$ cat src/rtl/regfile_bank.sv
// Integer register file: 2 combinational read ports with write bypass, 1 write port, x0 = 0.
// Latency: reads 0 cycles, write visible next edge; optional REGFILE_DBG_PORT_EN debug read, 1 cycle.
// Backpressure: none; ready_o low during the post-reset clear sweep, writes dropped until it rises.
module regfile_bank #(
  parameter int ADDR_W   = 5,
  parameter int DATA_W   = 32,
  parameter int NUM_REGS = 32
) (
  input  logic              clk_i,
  input  logic              rst_n_i,
  output logic              ready_o,
  input  logic              we_i,
  input  logic [ADDR_W-1:0] waddr_i,
  input  logic [DATA_W-1:0] wdata_i,
  input  logic              re1_i,
  input  logic [ADDR_W-1:0] raddr1_i,
  output logic [DATA_W-1:0] rdata1_o,
  input  logic              re2_i,
  input  logic [ADDR_W-1:0] raddr2_i,
  output logic [DATA_W-1:0] rdata2_o
`ifdef REGFILE_DBG_PORT_EN
  ,
  input  logic [ADDR_W-1:0] dbg_raddr_i,
  output logic [DATA_W-1:0] dbg_rdata_o
`endif
);

  typedef enum logic {INIT, RUN} state_t;

  localparam logic [ADDR_W-1:0] LAST_IDX = ADDR_W'(NUM_REGS - 1);

  state_t            state, state_nxt;
  logic [ADDR_W-1:0] clr_cnt, clr_cnt_nxt;
  logic              ready_nxt;
  logic              clr_en, wr_en;
  logic [DATA_W-1:0] mem [1:NUM_REGS-1];

  always_ff @(posedge clk_i) begin
    if (!rst_n_i) begin
      state   <= INIT;
      clr_cnt <= ADDR_W'(1);
      ready_o <= 1'b0;
    end else begin
      state   <= state_nxt;
      clr_cnt <= clr_cnt_nxt;
      ready_o <= ready_nxt;
    end
  end

  // Counter parks on the last index once the sweep finishes.
  always_comb begin
    state_nxt   = state;
    clr_cnt_nxt = clr_cnt;
    ready_nxt   = ready_o;
    case (state)
      INIT: begin
        if (clr_cnt == LAST_IDX) begin
          state_nxt = RUN;
          ready_nxt = 1'b1;
        end else begin
          clr_cnt_nxt = clr_cnt + 1'b1;
        end
      end
      RUN: begin
        state_nxt = RUN;
      end
      default: begin
        state_nxt   = INIT;
        clr_cnt_nxt = ADDR_W'(1);
        ready_nxt   = 1'b0;
      end
    endcase
  end

  assign clr_en = rst_n_i && (state == INIT);
  assign wr_en  = rst_n_i && (state == RUN) && we_i && (waddr_i != '0);

  always_ff @(posedge clk_i) begin
    if (clr_en) begin
      mem[clr_cnt] <= '0;
    end else if (wr_en) begin
      mem[waddr_i] <= wdata_i;
    end
  end

  // Bypass lets decode see the value write-back is committing this cycle.
  assign rdata1_o = (!ready_o || !re1_i || (raddr1_i == '0)) ? '0 :
                    (we_i && (waddr_i == raddr1_i))          ? wdata_i :
                                                               mem[raddr1_i];

  assign rdata2_o = (!ready_o || !re2_i || (raddr2_i == '0)) ? '0 :
                    (we_i && (waddr_i == raddr2_i))          ? wdata_i :
                                                               mem[raddr2_i];

`ifdef REGFILE_DBG_PORT_EN
  always_ff @(posedge clk_i) begin
    if (!rst_n_i) begin
      dbg_rdata_o <= '0;
    end else if ((state == RUN) && (dbg_raddr_i != '0)) begin
      dbg_rdata_o <= mem[dbg_raddr_i];
    end else begin
      dbg_rdata_o <= '0;
    end
  end
`endif

endmodule

$ cat config.mk
export PLATFORM = sky130hd
export DESIGN_NAME = regfile_bank
export DESIGN_NICKNAME = d
export VERILOG_FILES = /design/src/rtl/regfile_bank.sv
export SDC_FILE = /design/constraint.sdc
export NUM_CORES = 1
export LEC_CHECK = 0
export ABC_CLOCK_PERIOD_IN_PS = 7750
export CAP_MARGIN = 20
export CORE_UTILIZATION = 45
export CTS_CLUSTER_SIZE = 24
export DETAILED_ROUTE_END_ITERATION = 7
export DONT_BUFFER_PORTS = 1
export PLACE_DENSITY_LB_ADDON = 0.08
export SLEW_MARGIN = 25
export SYNTH_ARGS = -nofsm -noshare
export SYNTH_HDL_FRONTEND = slang
export SYNTH_SLANG_ARGS = --single-unit
$ cat constraint.sdc
create_clock -name clk_i -period 7.75 [get_ports clk_i]
set_input_delay 0.3875 -clock clk_i [delete_from_list [all_inputs] [get_ports clk_i]]
set_output_delay 0.3875 -clock clk_i [all_outputs]
set_load 0.01 [all_outputs]
==> metrics.yaml <==
result_of_the_run: "finished, final reports clean"
clockBufferDepth: 3
crit_path_class: "reg2out"
grt_start_max_net_pins: 291
drc: 0
worstSetupStartpointType: "register"
synthFlopType: "edfxtp_1"
ys_ff_latch: 999
post_drt_via_cell_ratio: 6.79
pwr_density_cell_mw_per_mm2: 223
initial_core_util_pct: 45.3
clock_insertion_delay_worst_skew_ns: 0.69
synthesis.area_per_instance_um2: 17.8
net_count_reported_at_finish: 2656
netlist_top_cells_count: "992 x edfxtp_1, 386 x mux4_2, 156 x mux2i_1"
yosysMostFrequentCell: "edfxtp_1"
cts_root_buffer: "clkbuf_16"
crit_slowest_cell: "nor3b_4"
power_frac_comb_pct: 4.9
grt_setup_unrepaired: "no"
dieWidth_um: 325
internal_power_summed_over_all_cells_mw: 9.18
ordered_list_of_cells_on_the_worst_path: "nand2_1 > a21oi_1 > nor3b_4 > buf_4 > a221o_1"
post_route_setup_tns_ns: 0
crit_required_ns: 7.36
drv_cap: 0
cts_num_sinks: 999
synth_top_cells_by_area: "edfxtp_1 63%, mux4_2 19%, mux2i_1 3.3%"
static-leakage-power_nw: 14.6
clock_skew_ns: 0.0218
yosysTopAreaCellShare_pct: 63.5
route.detailed.wl_per_inst_um: 36.7
dr.first_iter.drc_count: 3622
holdCritPathClass: "in2reg"
placementRows: 118
antenna_found_initial: 10
floorplan.die.height_um: 325
slew_violations: 0
tritoncts.num_buffers: 108
synthDistinctLibCells: 54
grt_pass1_vias: 28000
worst_path_largest_cell_delay_ns: 0.92
final-setup-viol-count: 0
power.total_mw: 11.7
drive_above_1_share_pct: 26.4
ir_drop_uv: 160
clock.fmax_mhz: 266
layout.filler_cells: 8383
tightestPinTransition_ns: 1.04
maxSlewHeadroom_pct: 30.3
clkTransAtPathRegs_ns: 0.06
syn-num-nets: 2694
postSynthCellCount: 2640
pin_count: 117
mappedNetlistArea_mm2: 0.0469
gp_routability_congestion: 0.892
final_count_of_hold_timing_violations: 0
cp_max_fo: 17
totalWireLength_mm: 149
setup.worst_path.end_class: "primary output"
clock_tree_from_tritoncts: "yes"
post-dp-hpwl_mm: 88.6
cp_data_arrival_time_ns: 3.37
synth.yosys.warnings: 0
reg2reg_setup_slack_ns: 4.34
proportion_of_synthesized_chip_area_in_sequential_cells_pct: 63.8
synth_async_sr_flop_share_pct: 0
vias: 27700
route.antenna.remaining_nets: 0
syn2layout_area_growth_pct: 11.2
fp.dieArea_mm2: 0.106
area_occupied_by_multi_input_gates_mm2: 0.0161
p_sw_share_pct: 21.3
power_frac_clock_pct: 44.2
post_cts_resized: 0
synth_enable_flop_cells: 992
final-seq-area_mm2: 0.0299
power.sequential.fraction_pct: 50.9
cts_htree_levels: 3
drt-pass1-iter-count: 5
power_spent_charging_and_discharging_nets_mw: 2.48
synth.largest_area_cell: "edfxtp_1"
track_usage_pct: 28.3
grt-ovfl-total: 0
placement.io_buffers: 0
finalCriticalPeriod_ns: 3.76
wire_length_of_the_first_global_routing_pass_mm: 212
crit_share_post_route_pct: 48.5
core_region_area_mm2: 0.103
-- what timing repair did --
action,in CTS,in global routing
setup buffers,0,0
hold endpoints to repair,7,0
hold buffers,1,0
-- cell usage in the layout, fill, tap and decap left out, types with 12 or more instances in the layout --
cell and count:
buf_12 12, clkbuf_1 22, bufinv_16 12, nor2_4 35
nand3_1 60, a211oi_1 72, and2_1 26, mux2i_1 156
mux2_2 33, a22oi_1 128, o21ai_0 33, a22o_1 34
o221ai_1 26, clkinv_2 17, clkbuf_16 110, nor2_1 76
edfxtp_1 992, mux4_2 386, a32o_1 23, nand2_1 64
o22ai_1 34, buf_4 57, a21oi_1 117, clkinv_1 25
-- per-layer routing --
layer	global-route usage, %	share of wire (%)
met1	41.1	42
met2	42.4	45
met3	7.33	11
met4	7.50	2.3
met5	0	0.037
-- critical path, delay by kind of cell, from the launching register on --
kind                   cells  cell delay [ns]
AND/OR/NAND/NOR            2             1.04
AO/OA/AOI/OAI              2             0.65
flip-flops                 1             0.56
buffers and inverters      1             0.43
-- state kept, by name, indices dropped and copies added, names as in the netlist --
signal and cells:
mem 992, state 1, clr_cnt 5, ready_o 1
-- cell families (layout without fill, tap and decap cells) --
logic type / Yosys count / after routing / synth area share [%]
AO/OA/AOI/OAI: 510 / 510 / 7.63
XOR/XNOR: 13 / 13 / 0.243
AND/OR/NAND/NOR: 310 / 310 / 3.09
other: 0 / 5 / 0
adder cells (fa/ha/maj): 2 / 2 / 0.0533
flip-flops: 999 / 999 / 63.8
multiplexers: 575 / 575 / 22.6
buffers and inverters: 231 / 283 / 2.56
-- stage by stage --
step                      worst slack (ns)  instances  utilization (%)  hold WS, ns  area (um^2)
after floorplan                       4.37       2640                -        0.512        46900
after global placement                4.22       3852             46.6        0.458        48200
after detailed placement              4.38       3871             47.0        0.458        48700
after CTS                             3.97       4072             50.4        0.231        52200
after global routing                  3.83       4074             50.4        0.281        52200
final                                 3.99       4077             50.4        0.251        52200
-- area by class of cell --
type                       count  area share [%]
clock inverter                66            1.23
multi-input combinational   1410            30.9
sequential                   999            57.3
clock buffer                 134            5.48
antenna                        5          0.0240
inverter                       6          0.0431
timing repair buffer          77            1.64
tap                         1380            3.31
-- worst paths after layout --
kind	endpoint	start	cells past startpoint
worst max-delay path	rdata2_o[1]	ready_o$_SDFFE_PN0P_	5
worst min-delay path	mem[20][10]$_DFFE_PP_	wdata_i[10]	1
worst min register to register	clr_cnt[1]$_SDFFE_PN0P_	clr_cnt[1]$_SDFFE_PN0P_	2
worst max register to register	mem[13][6]$_DFFE_PP_	state$_SDFF_PN0_	6
-- power by group through the flow --
| stage | sequential (mW) | clock, mW | combinational [mW] |
|---|---|---|---|
| floorplan | 6.04 | 0 | 0.506 |
| global placement | 6.04 | 0 | 0.548 |
| detailed placement | 6.05 | 0 | 0.560 |
| CTS | 5.93 | 5.23 | 0.563 |
| global route | 5.94 | 5.41 | 0.597 |
| finish | 5.93 | 5.15 | 0.575 |
Note: power is estimated with default switching activity, not from simulation.
